## config.mk

```make
export PLATFORM = sky130hd
export DESIGN_NAME = updown_mod_counter
export DESIGN_NICKNAME = d
export VERILOG_FILES = /design/src/rtl/updown_mod_counter.sv
export SDC_FILE = /design/constraint.sdc
export NUM_CORES = 1
export LEC_CHECK = 0
export BUFFER_PORTS_ARGS = -buffer_cell sky130_fd_sc_hd__buf_2
export CORE_AREA = 2 2 39 41
export CTS_BUF_LIST = sky130_fd_sc_hd__clkbuf_4
export CTS_CLUSTER_SIZE = 14
export DETAILED_ROUTE_END_ITERATION = 7
export DIE_AREA = 0 0 41 43
export HOLD_SLACK_MARGIN = 0.12
export SYNTH_ARGS = -nofsm -noshare
export SYNTH_HDL_FRONTEND = slang
export SYNTH_SLANG_ARGS = --single-unit
```

## constraint.sdc

```tcl
create_clock -name clk -period 1.6 [get_ports clk]
set_input_delay 0.08 -clock clk [delete_from_list [all_inputs] [get_ports clk]]
set_output_delay 0.08 -clock clk [all_outputs]
set_load 0.005 [all_outputs]
```

## src/rtl/updown_mod_counter.sv

```systemverilog
// Modulo-MODULUS up/down counter with sync clear/load, wrap or saturate at the
// bounds, a one-cycle bound pulse, a sticky bad-load flag and a max-state detect.
module updown_mod_counter #(
    parameter int WIDTH    = 4,
    parameter int MODULUS  = 16,
    parameter int SATURATE = 0,
    parameter int HIT_REG  = 1
) (
    input  logic             clk,
    input  logic             rst_n,
    input  logic             clr,
    input  logic             load,
    input  logic [WIDTH-1:0] load_val,
    input  logic             en,
    input  logic             dir,
    output logic [WIDTH-1:0] count,
    output logic             hit,
    output logic             wrap,
    output logic             err
);

    // Top count as a WIDTH-bit constant, so MODULUS == 2**WIDTH never overflows.
    localparam logic [WIDTH-1:0] MAX_VAL = WIDTH'(MODULUS - 1);

    logic [WIDTH-1:0] count_next;
    logic             wrap_next;
    logic             err_next;
    logic             at_max;

    assign at_max = (count == MAX_VAL);

    // NOTE: every output of this block gets a default first, so no path can infer a latch.
    always_comb begin
        count_next = count;
        wrap_next  = 1'b0;
        err_next   = err;
        if (clr) begin
            count_next = '0;
            err_next   = 1'b0;
        end else if (load) begin
            // load_val > MAX_VAL is load_val >= MODULUS without a wider compare.
            if (load_val > MAX_VAL) begin
                count_next = MAX_VAL;
                err_next   = 1'b1;
            end else begin
                count_next = load_val;
            end
        end else if (en) begin
            if (!dir) begin
                if (at_max) begin
                    wrap_next  = 1'b1;
                    count_next = (SATURATE != 0) ? count : '0;
                end else begin
                    count_next = count + WIDTH'(1);
                end
            end else begin
                if (count == '0) begin
                    wrap_next  = 1'b1;
                    count_next = (SATURATE != 0) ? count : MAX_VAL;
                end else begin
                    count_next = count - WIDTH'(1);
                end
            end
        end
    end

    // NOTE: state registers use non-blocking assignments so all of them sample pre-edge values.
    always_ff @(posedge clk or negedge rst_n) begin
        if (!rst_n) begin
            count <= '0;
            wrap  <= 1'b0;
            err   <= 1'b0;
        end else begin
            count <= count_next;
            wrap  <= wrap_next;
            err   <= err_next;
        end
    end

    generate
        if (HIT_REG != 0) begin : g_hit_reg
            // Deliberately ungated: hit follows the pre-edge count on every edge.
            logic hit_q;
            always_ff @(posedge clk or negedge rst_n) begin
                if (!rst_n) hit_q <= 1'b0;
                else        hit_q <= at_max;
            end
            assign hit = hit_q;
        end else begin : g_hit_comb
            assign hit = at_max;
        end
    endgenerate

endmodule
```

==> flow_metrics.tcl <==
set metrics [dict create \
    place_hpwl_um 694 \
    rsz0062_at_grt "no" \
    antenna_cells 0 \
    synth.most_common_cell "dfrtp_1" \
    synth_cell_types 24 \
    wl_per_cell_um 10.8 \
    area_delta_synth_final_pct 39.0 \
    h-tree-depth 1 \
    cp-end-kind "register" \
    powerDensity_mw_per_mm2 753 \
    track_usage_pct 14.0 \
    clkSlewWorstSetupHoldPaths_ns 0.05 \
    crit_type "register to register" \
    reg2reg_to "count[2]" \
    worst_r2r_path_depth 6 \
    met2_usage_pct 16.6 \
    period_needed_ns 1.47 \
    critPathMaxFanout 6 \
    switchingPower_uw 131 \
    maxCapViolCount 0 \
    overflow 0 \
    insertion_delay_ns 0.25 \
    vias 438 \
    yosys_warnings 0 \
    synth_compound_area_share_pct 22.5 \
    yosys-top-cells-area "dfrtp_1 38%, ha_1 8.1%, a21oi_1 5.4%" \
    grt_pass1_vias 399 \
    leakagePower_nw 0.326 \
    skew_ns 0.000333 \
    switching_share_pct 27.0 \
    power.share.combinational_pct 21.9 \
    start_util_pct 33.4 \
    yosys.area_share.simple_pct 15.7 \
    p_int_uw 352 \
    timing_hold_violations_final 0 \
    reg2reg_slack_ns 0.13 \
    syn-cell-area_sq_um 462 \
    numCtsBuffers 3 \
    clock-sinks 7 \
    cp.required_ns 1.78 \
    critical_path.endpoint "count[2]" \
    fmax_mhz 681 \
    synth-seq-area-share_pct 37.9 \
    dieArea_sq_mm 0.00176 \
    ys.flop_type "dfrtp_1" \
    syn-num-nets 65 \
    ir_drop_mv 0.399 \
    tightest_slew_ns 0.253 \
    crit_arrival_ns 1.64 \
    grt_pass1_wl_um 1690 \
    io_buffers 16 \
    p_total_uw 483 \
    row_count 14 \
    cts-root-buf "clkbuf_4" \
    dpl.cell_count 81 \
    async_reset_ff_share_pct 100 \
    hold_class "primary input to register" \
    postSynthCellCount 52 \
    cts_tree "built" \
    layout_worst_path_cycle_share_pct 91.7 \
    synth_xor_area_share_pct 3.79 \
    syn_avg_cell_area_sq_um 8.88 \
    drv_slew 0 \
    fp.dieH_um 43 \
    synth_top_family_by_area "compound AO/OA/AOI/OAI gates" \
    synth_edf_count 0 \
    final_nets 89 \
    synth_area_leader_cell "dfrtp_1" \
    tns_ns 0 \
    critPathLaunch "count[1]" \
    die_x_um 41 \
    seqPwrFrac_pct 41.4 \
    ant_nets 0 \
    p_clk_share_pct 36.8 \
    grt_util_met1_pct 21.9 \
    post-cts-setup-buffer-count 0 \
    place_congestion 0.731 \
    netlist.area_leader.share_pct 37.9 \
    finalNonFillerCells 91 \
    antenna_found_initial 0 \
    core_sq_mm 0.00138 \
    drc 0 \
    ys_seq_elements 7 \
    synth_fa_ha_area_share_pct 8.13 \
    cts_buffer_depth 2 \
    cp-start-kind "register" \
    outcome "finished, final reports clean" \
    maxSlewHeadroom_pct 82.9 \
    routed_via_density 4.81 \
    io_pins 17 \
    muxShareOfSynthArea_pct 4.61 \
    timing.rr.start "count[1]" \
    setup_viol 0 \
    synth_commonest_cells "7 x dfrtp_1, 5 x a21oi_1, 5 x inv_1" \
    drt-pass1-iter-count 2 \
    busiest_layer "met1" \
    routed_wl_um 986 \
    grt_max_degree 10 \
    drt_iter0_markers 2 \
    grtUsageMet3_pct 3.66 \
    drive_above_1_share_pct 32.0 \
]
[cell type report]
type / count / area, sq um
flip-flops and latches: 7 / 176
well taps: 16 / 20.0
multi-input cells: 36 / 253
inverters: 6 / 22.5
fillers: 131 / 742
clock buffers: 4 / 30.0
repair buffers: 22 / 140
[power groups by stage]
stage	logic (mW)	registers (mW)	clock network (mW)
2_1_floorplan	0.0616	0.200	0
3_3_place_gp	0.0948	0.202	0
3_5_place_dp	0.0932	0.202	0
4_1_cts	0.106	0.199	0.189
5_1_grt	0.121	0.202	0.195
6_report	0.106	0.200	0.178
[metal layers]
metal,part of all wire (%),vias up
met4,0,0
li1,-,228
met5,0,-
met1,50,199
met3,6.7,0
met2,44,11
[worst max-delay path: stages, from the launching register on]
cell	delay (ns)
dfrtp_1	0.43
inv_1	0.11
ha_1	0.20
mux2_2	0.26
a31oi_1	0.15
o21ai_0	0.09
a21oi_1	0.14
[how the worst min path moves through the flow]
| stage | slack [ns] | cells past startpoint | start | to |
|---|---|---|---|---|
| 2_1_floorplan | -0.22 | 0 | rst_n | count[0] |
| 3_3_place_gp | -0.07 | 1 | rst_n | wrap |
| 3_5_place_dp | -0.07 | 1 | rst_n | wrap |
| 4_1_cts | 0.15 | 2 | en | count[3] |
| 5_1_grt | 0.17 | 2 | en | count[3] |
| 6_report | 0.16 | 2 | en | count[3] |
[stage by stage]
stage | utilization [%] | worst slack [ns] | hold WS, ns | area (sq um)
finish | 46.4 | 0.132 | 0.161 | 642
global route | 46.4 | 0.0172 | 0.170 | 642
CTS | 46.3 | 0.119 | 0.149 | 641
detailed placement | 39.8 | 0.131 | -0.0750 | 551
global placement | 39.8 | 0.145 | -0.0744 | 551
floorplan | - | 0.196 | -0.216 | 462
[registers in the layout, indices dropped and copies added, names as in the netlist]
name	count
hit	1
count	4
wrap	1
err	1
[cells by family after synthesis]
family | after synthesis
muxes | 2
xor gates and xnor gates | 2
AOI/OAI and AO/OA | 16
buffers and inverters | 9
adders and majority gates | 3
DFF | 7
and+or+nand+nor | 13
[layout by cell type, fill, tap and decap left out]
cell | netlist | layout
inv_2 | 1 | 1
mux2i_1 | 1 | 1
or4_1 | 1 | 1
mux2_2 | 1 | 1
a41oi_2 | 1 | 1
nor2b_1 | 1 | 1
xnor2_1 | 1 | 1
dfrtp_1 | 7 | 6
a31oi_1 | 2 | 2
nand2_1 | 3 | 3
a21oi_1 | 5 | 5
dfrtp_2 | 0 | 1
clkbuf_4 | 0 | 4
xor2_1 | 1 | 1
o21ai_0 | 4 | 4
dlygate4sd3_1 | 0 | 6
nand2b_1 | 1 | 1
buf_2 | 0 | 16
o31ai_1 | 1 | 1
a211oi_1 | 2 | 2
or3_1 | 1 | 1
a21o_1 | 1 | 1
and3_1 | 1 | 1
inv_1 | 5 | 5
nor2_1 | 3 | 3
ha_1 | 3 | 3
nor4b_1 | 2 | 2
[what timing repair did]
| action | 4_1_cts | 5_1_grt |
|---|---|---|
| endpoints found under the hold margin | 12 | 0 |
| resized for setup | 0 | 1 |
| hold buffers | 6 | 0 |
| setup endpoints to repair | 0 | 1 |
Note: power is estimated with default switching activity, not from simulation.
